## src/rtl/lsu.sv

```systemverilog
// lsu: memory-stage load/store unit; optional misalignment trap via LSU_MISALIGN_TRAP_EN
module lsu #(
  parameter int ADDR_WIDTH = 32,
  parameter int DATA_WIDTH = 32
) (
  input  logic                  clk,
  input  logic                  rst_n,
  input  logic                  ex_valid,
  input  logic                  ex_load,
  input  logic                  ex_store,
  input  logic [2:0]            ex_funct3,
  input  logic [ADDR_WIDTH-1:0] ex_addr,
  input  logic [DATA_WIDTH-1:0] ex_wdata,
  input  logic [4:0]            ex_rd,
  output logic                  lsu_stall,
  output logic                  mem_req,
  input  logic                  mem_gnt,
  output logic                  mem_we,
  output logic [3:0]            mem_be,
  output logic [ADDR_WIDTH-1:0] mem_addr,
  output logic [DATA_WIDTH-1:0] mem_wdata,
  input  logic                  mem_rvalid,
  input  logic [DATA_WIDTH-1:0] mem_rdata,
  output logic                  wb_valid,
  output logic [4:0]            wb_rd,
  output logic [DATA_WIDTH-1:0] wb_data,
  output logic                  misalign
);
  typedef enum logic [1:0] {IDLE, REQ, WAIT} state_t;
  state_t state;
  logic [2:0] f3_q;
  logic [1:0] off_q;
  logic [4:0] rd_q;
  logic accept, mis, issue, is_byte, is_half;
  logic [1:0] off;
  logic [3:0] be_n;
  logic [DATA_WIDTH-1:0] wdata_n, ld_data;
  logic [7:0] byte_sel;
  logic [15:0] half_sel;
  assign off = ex_addr[1:0];
  assign accept = (state == IDLE) & ex_valid & (ex_load | ex_store);
  // Access size; undefined encodings fall through to word
  assign is_byte = ex_load ? (ex_funct3 == 3'b000 || ex_funct3 == 3'b100) : (ex_funct3 == 3'b000);
  assign is_half = ex_load ? (ex_funct3 == 3'b001 || ex_funct3 == 3'b101) : (ex_funct3 == 3'b001);
`ifdef LSU_MISALIGN_TRAP_EN
  assign mis = accept & ((is_half & off[0]) | (!is_byte & !is_half & (off != 2'b00)));
`else
  assign mis = 1'b0;
`endif
  assign issue = accept & !mis;
  assign lsu_stall = (state != IDLE) | issue;
  assign be_n = ex_load ? 4'b1111 : is_byte ? (4'b0001 << off) : is_half ? (off[1] ? 4'b1100 : 4'b0011) : 4'b1111;
  assign wdata_n = is_byte ? {4{ex_wdata[7:0]}} : is_half ? {2{ex_wdata[15:0]}} : ex_wdata;
  assign byte_sel = mem_rdata[8*off_q +: 8];
  assign half_sel = off_q[1] ? mem_rdata[31:16] : mem_rdata[15:0];
  assign ld_data = (f3_q == 3'b000) ? {{24{byte_sel[7]}}, byte_sel} :
                   (f3_q == 3'b001) ? {{16{half_sel[15]}}, half_sel} :
                   (f3_q == 3'b100) ? {24'd0, byte_sel} :
                   (f3_q == 3'b101) ? {16'd0, half_sel} : mem_rdata;
  // Access FSM with registered memory and writeback outputs
  always_ff @(posedge clk or negedge rst_n) begin
    if (!rst_n) begin
      state     <= IDLE;
      mem_req   <= 1'b0;
      mem_we    <= 1'b0;
      mem_be    <= '0;
      mem_addr  <= '0;
      mem_wdata <= '0;
      wb_valid  <= 1'b0;
      wb_rd     <= '0;
      wb_data   <= '0;
      misalign  <= 1'b0;
      f3_q      <= '0;
      off_q     <= '0;
      rd_q      <= '0;
    end else begin
      wb_valid <= 1'b0;
      misalign <= mis;
      case (state)
        IDLE: if (issue) begin
          state     <= REQ;
          mem_req   <= 1'b1;
          mem_we    <= ex_store;
          mem_be    <= be_n;
          mem_addr  <= {ex_addr[ADDR_WIDTH-1:2], 2'b00};
          mem_wdata <= wdata_n;
          f3_q      <= ex_funct3;
          off_q     <= off;
          rd_q      <= ex_rd;
        end
        REQ: if (mem_gnt) begin
          mem_req <= 1'b0;
          state   <= mem_we ? IDLE : WAIT;
        end
        WAIT: if (mem_rvalid) begin
          wb_valid <= 1'b1;
          wb_data  <= ld_data;
          wb_rd    <= rd_q;
          state    <= IDLE;
        end
        default: state <= IDLE;
      endcase
    end
  end
endmodule

```

## config.mk

```make
export PLATFORM = sky130hd
export DESIGN_NAME = lsu
export DESIGN_NICKNAME = d
export VERILOG_FILES = /design/src/rtl/lsu.sv
export SDC_FILE = /design/constraint.sdc
export NUM_CORES = 1
export LEC_CHECK = 0
export ABC_AREA = 0
export CAP_MARGIN = 10
export CORE_UTILIZATION = 29
export CTS_CLUSTER_DIAMETER = 80
export DETAILED_ROUTE_END_ITERATION = 7
export GPL_TIMING_DRIVEN = 0
export PLACE_DENSITY_LB_ADDON = 0.15
export SLEW_MARGIN = 15
export SYNTH_ARGS = -nofsm -noshare
export SYNTH_HDL_FRONTEND = slang
export SYNTH_SLANG_ARGS = --single-unit
```

## constraint.sdc

```tcl
create_clock -name clk -period 1.9 [get_ports clk]
set_input_delay 0.285 -clock clk [delete_from_list [all_inputs] [get_ports clk]]
set_output_delay 0.285 -clock clk [all_outputs]
set_load 0.01 [all_outputs]
```

==> Yosys cells after proc, flatten, opt, wreduce, memory -nomap -nowiden <==
Index checks and enable logic that the tools add are counted.
{ "classes": {"eq_ne": 11, "n_shift": 2, "n_mux": 23, "bitwise_logic": 4, "n_reduce_logical": 11} }
{ "op_table": {"columns": ["op", "n"], "rows": [
  ["32-bit two-way mux", 6],
  ["32-bit by 6-bit variable part select with 8-bit output", 1],
  ["16-bit two-way mux", 1],
  ["4-bit two-way mux", 4],
  ["3-bit == test (second input constant)", 4],
  ["2-bit two-way mux", 4],
  ["3-bit by 1-bit == test with 1-bit output (second input constant)", 2],
  ["3-bit zero test", 2],
  ["1-bit two-way mux", 6],
  ["2-bit != test (second input constant)", 3],
  ["2-bit case mux with 3 select lines", 1],
  ["3-bit AND reduction", 2],
  ["2-bit AND reduction", 2],
  ["2-bit nonzero test", 2],
  ["1-bit by 2-bit << shifter with 4-bit output (first input constant)", 1],
  ["1-bit bitwise AND", 2],
  ["2-bit by 1-bit == test with 1-bit output (second input constant)", 1],
  ["2-bit == test (second input constant)", 1],
  ["2-bit zero test", 1],
  ["1-bit logical OR", 2],
  ["1-bit OR", 2],
  ["1-bit case mux with 2 select lines", 1]
]} }
{ "word_totals": {"reg_bits": 118, "in_bits": 111, "output_inout_bits": 110, "word_cells": 63} }

==> Longest topological paths before layout <==
{ "depth": {"ltp_word": 6, "depth_mapped": 8, "ltp_nobuf": 5} }

==> Worst setup path after synthesis <==
No wires, ideal clock.
{ "synth_timing": {"path_type": "register -> register", "start": "register off_q[1]", "end": "register wb_data[15]", "setup_ns": 0.123, "t_arrival_ns": 1.322, "required_time_ns": 1.777, "slack_ns": 0.454, "stages_incl_launch_ff": 7, "path_buffers": 2, "synth_period_minus_slack_ns": 1.446, "path_cell_list": "dfrtp_1 > buf_6 > mux2i_1 > mux2i_1 > a21oi_4 > buf_6 > a21oi_1"} }
{ "synth_between": {"elab_chain_len": 5, "word_cells_on_any_way": 6, "classes_between": "1 x shift; 5 x mux"} }
{ "synth_lines": {"columns": ["element", "line", "rtl"], "rows": [
  ["start: declaration", "32", "logic [1:0] off_q;"],
  ["start signal: assignment", "74", "off_q <= '0;"],
  ["start signal: assignment", "88", "off_q <= off;"],
  ["branches (longest 4 deep; another with 32-bit by 6-bit variable part select with 8-bit output)", null, null],
  ["32-bit two-way mux (*)", "56", "assign ld_data = (f3_q == 3'b000) ? {{24{byte_sel[7]}}, byte_sel} :"],
  ["end signal: assignment", "97", "wb_data <= ld_data;"],
  ["end: declaration", "26", "output logic [DATA_WIDTH-1:0] wb_data,"]
]} }
Mark *: on every way between the ends.
A chain may end at the register's enable or synchronous reset.

==> Worst setup path after layout <==
{ "layout_timing": {"start": "register off_q[1]", "end": "register wb_data[27]"} }
{ "layout_between": {"elab_chain_len": 3, "word_cells_on_any_way": 4, "classes_between": "1 x shift; 3 x mux"} }
{ "layout_lines": {"columns": ["element", "line"], "rows": [
  ["branches (longest 2 deep; another with 32-bit by 6-bit variable part select with 8-bit output)", null],
  ["32-bit two-way mux (*)", "56"]
]} }
Marked as above.

==> implementation parameters <==
Parameter                              Value

Layout
  Post-layout nets ... 934
  Area growth, synth to finish ... 58.37%
  Ant diodes ... 0
  Share of the core filled with cells ... 46.97%
  Fraction of final layout cells with drive strength greater than 1 ... 8.623%

Route
  Overall routed net length ... 16760 um
  Vias/cell ... 4.627
  Number of optimization iterations in the first detailed-route pass ... 5
  Routed wire per std cell ... 15.75 um
  Number of DRC markers after the initial detailed-route iteration ... 190
  Post-route antenna net violation count ... 0
  Via count of the routed design ... 4923
  Drc violations ... 0

Placed design
  RePlAce Congestion ... 0.8214
  Number of buffer cells added on primary ports ... 216
  Setup Slack @ Placement ... -0.2904 ns
  DP HPWL ... 12570 um

Worst setup path
  Number of buffers and inverters on the critical path ... 2
  Family with the most delay on the worst path ... multiplexers
  Nature of the critical path endpoint ... register
  Slowest Stage Delay on Critical Path ... 0.35 ns
  Critical Path Source Type ... register
  First element of the critical path ... off_q[1]$_DFFE_PN0P_
  Maximum fanout along the worst path ... 10
  Crit path cell chain ... buf_6 > mux2i_1 > mux2i_1 > a21oi_4 > buf_6 > a21oi_1
  FF-to-FF Start ... off_q[1]$_DFFE_PN0P_
  Worst endpoint required time ... 2.20 ns
  Arrival time worst endpoint ... 2.04 ns
  Slowest cell on the critical path ... mux2i_1
  Type of the worst setup path ... reg -> reg

STA
  Hold violation count in the final report ... 0
  Actual slew at the worst max-slew pin ... 0.6180 ns
  Final WS setup ... 0.1580 ns
  Unrepaired setup endpoints after global routing ... no
  Max Freq ... 0.5741 GHz
  Worst slew margin relative to its limit ... 58.67%
  Setup Viol. Count Final ... 0
  Post-route minimum period ... 1.742 ns
  Final clock skew ... 0.005694 ns
  Period utilisation layout ... 91.68%
  Final slew viol count ... 0
  Hold_ws ... 0.3757 ns

Yosys
  Count of warnings emitted by yosys ... 0
  Area share of fa/ha/maj cells after synthesis ... 0%
  Ranking of synthesized cells by area ... dfrtp_1 55%, nand2_1 15%, mux2i_1 5.2%
  Number of different library cells in the post-synthesis netlist ... 37
  Post-synth EDFFs ... 0
  Number of synthesized register bits ... 118
  Share of the synthesized area in compound gates (AO/OA/AOI/OAI) ... 12.94%
  Post-synthesis instance area ... 0.005346 mm^2
  Most frequent cell after synthesis ... nand2_1
  Average cell area after synthesis ... 9.155 um^2
  Number of instances in the synthesized netlist ... 584
  Sequential-to-total area share from yosys stat ... 55.23%
  Most numerous cell types in the synthesized netlist ... 207 x nand2_1, 118 x dfrtp_1, 38 x o21ai_0
  Share of synthesized area spent on multiplexers ... 7.138%
  Synth top area share ... 55.23%
  Xor-xnor portion of the synthesized cell area ... 0%
  Largest family of logic cells by synthesized area ... simple AND/OR/NAND/NOR gates
  Async SR Flop Fraction ... 100.0%
  Cell type with the largest total area after synthesis ... dfrtp_1
  Simple logic cell fraction of the synthesized area ... 20.22%
  Most used flip-flop cell after synthesis ... dfrtp_1

Power and ir drop
  Fraction of power consumed by the clock network ... 24.8%
  Pwr/cell area ... 1595 mW/mm^2
  Combinational share of power ... 42.1%
  Power Total ... 0.01350 W
  Sequential share of power ... 33.1%
  Leakage ... 3.791 nW
  Cell-internal power ... 0.008874 W
  Switching share of total power ... 34.27%
  Worst IR Drop VDD ... 666.5 uV
  Net switching power ... 0.004628 W

Worst hold path
  Path type of the worst min-delay path ... in -> async

GRT
  Overflow left after global routing ... 0
  Antenna violations before repair ... 0
  Via count of the first global-routing pass ... 4923
  Overall Global Routing Usage ... 18.30%
  Largest net degree at the start of global routing ... 70
  Global-route wire length before repair ... 25940 um

Outcome
  Run status ... completed

Floorplan
  Horizontal die dimension ... 137.8 um
  Placeable core region ... 0.01802 mm^2
  Boundary pin count ... 221
  Die extent in y ... 137.8 um
  Floorplan die area ... 0.01898 mm^2
  Starting utilization of the core area ... 29.66%
  Placement Rows ... 49

Clock tree
  Root buf cell ... clkbuf_16
  Clk sinks ... 118
  Total clock buffers created by CTS ... 17
  Maximum buffer depth of the clock tree ... 2
  Post-CTS setup buffers ... 0
  H-tree Lvls ... 4
  Clock-pin slew of the registers on the worst-case setup and hold paths ... 0.06 ns
  CTS tree ... built
  Clk Latency, worst-skew pair ... 0.42 ns

Flow run
  Maximum capacitance violations ... 0
==> metal layers <==
metal / routed length (um) / share of wire (%) / up-vias / track usage, %
li1: - / - / 2394 / -
met1: 7039 / 42 / 2323 / 22.21
met2: 7775 / 46 / 192 / 29.62
met3: 1776 / 11 / 14 / 7.763
met4: 171 / 1.0 / 0 / 4.952
met5: 0 / 0 / - / 0
==> worst paths after layout <==
check                                          endpoint  slack, ns  cells past startpoint
worst max-delay path            wb_data[27]$_DFFE_PN0P_       0.16                      6
worst min-delay path            wb_data[27]$_DFFE_PN0P_       0.38                      2
worst max register to register  wb_data[27]$_DFFE_PN0P_       0.16                      6
worst min register to register     wb_rd[3]$_DFFE_PN0P_       0.47                      2
max in group asynchronous          state[0]$_DFFE_PN0P_       0.82                      3
min in group clk                mem_addr[6]$_DFFE_PN0P_       0.39                      3
==> flip-flops by register name (all words and copies together) (netlist names), 2 cells and up <==
register	count
wb_data	32
off_q	2
wb_rd	5
state	2
mem_be	4
f3_q	3
mem_addr	30
mem_wdata	32
rd_q	5
==> power by group through the flow <==
stage                     logic [W]  clock network (W)  registers [W]
final                       0.00568            0.00335        0.00448
after global routing        0.00625            0.00355        0.00463
after CTS                   0.00576            0.00341        0.00448
after detailed placement    0.00573                  0        0.00448
after global placement      0.00566                  0        0.00445
after floorplan             0.00202                  0        0.00490
==> cell families after synthesis <==
group,count (synthesis)
buffers and inverters,46
AND/OR/NAND/NOR,268
other,1
flip-flops,118
AO/OA/AOI/OAI,114
multiplexers,37
==> cell usage in the layout (no fill, tap or decap), types with 9 or more instances in the layout <==
| master | instances |
|---|---|
| buf_2 | 13 |
| clkdlybuf4s50_1 | 214 |
| a21oi_1 | 34 |
| clkbuf_16 | 17 |
| o21ai_1 | 9 |
| mux2i_1 | 28 |
| o21ai_0 | 38 |
| mux2_2 | 9 |
| clkbuf_1 | 16 |
| dfrtp_1 | 118 |
| nand2_1 | 207 |
| nor2_1 | 36 |
==> area by class of cell <==
cell class                      instances  area (um^2)
Timing Repair Buffer                  218         2203
Fill cell                            1701         9558
Multi-Input combinational cell        422         2172
Clock buffer                           21        470.5
Clock inverter                         10        146.4
Sequential cell                       118         2953
Inverter                                7        26.28
Tap cell                              229        286.5
Buffer                                 39        209.0
==> worst register-to-register path, cell delays in order (launching register included) <==
cell and delay (ns):
dfrtp_1 0.33, buf_6 0.13, mux2i_1 0.35, mux2i_1 0.20, a21oi_4 0.33, buf_6 0.21
a21oi_1 0.09
==> metrics by stage <==
| stage | instance area (um^2) | TNS (ns) | instances |
|---|---|---|---|
| floorplan | 5354 | 0 | 586 |
| global placement | 7802 | -498.03 | 1031 |
| detailed placement | 7831 | -16.50 | 1032 |
| CTS | 8458 | 0 | 1064 |
| global route | 8467 | 0 | 1064 |
| finish | 8467 | 0 | 1064 |
==> timing repair <==
action                                  CTS  global route
gates resized for setup                   0             2
hold endpoints to repair                 49             0
endpoints found under the setup margin    0             4
hold buffers                              1             0
Note: power is estimated with default switching activity, not from simulation.
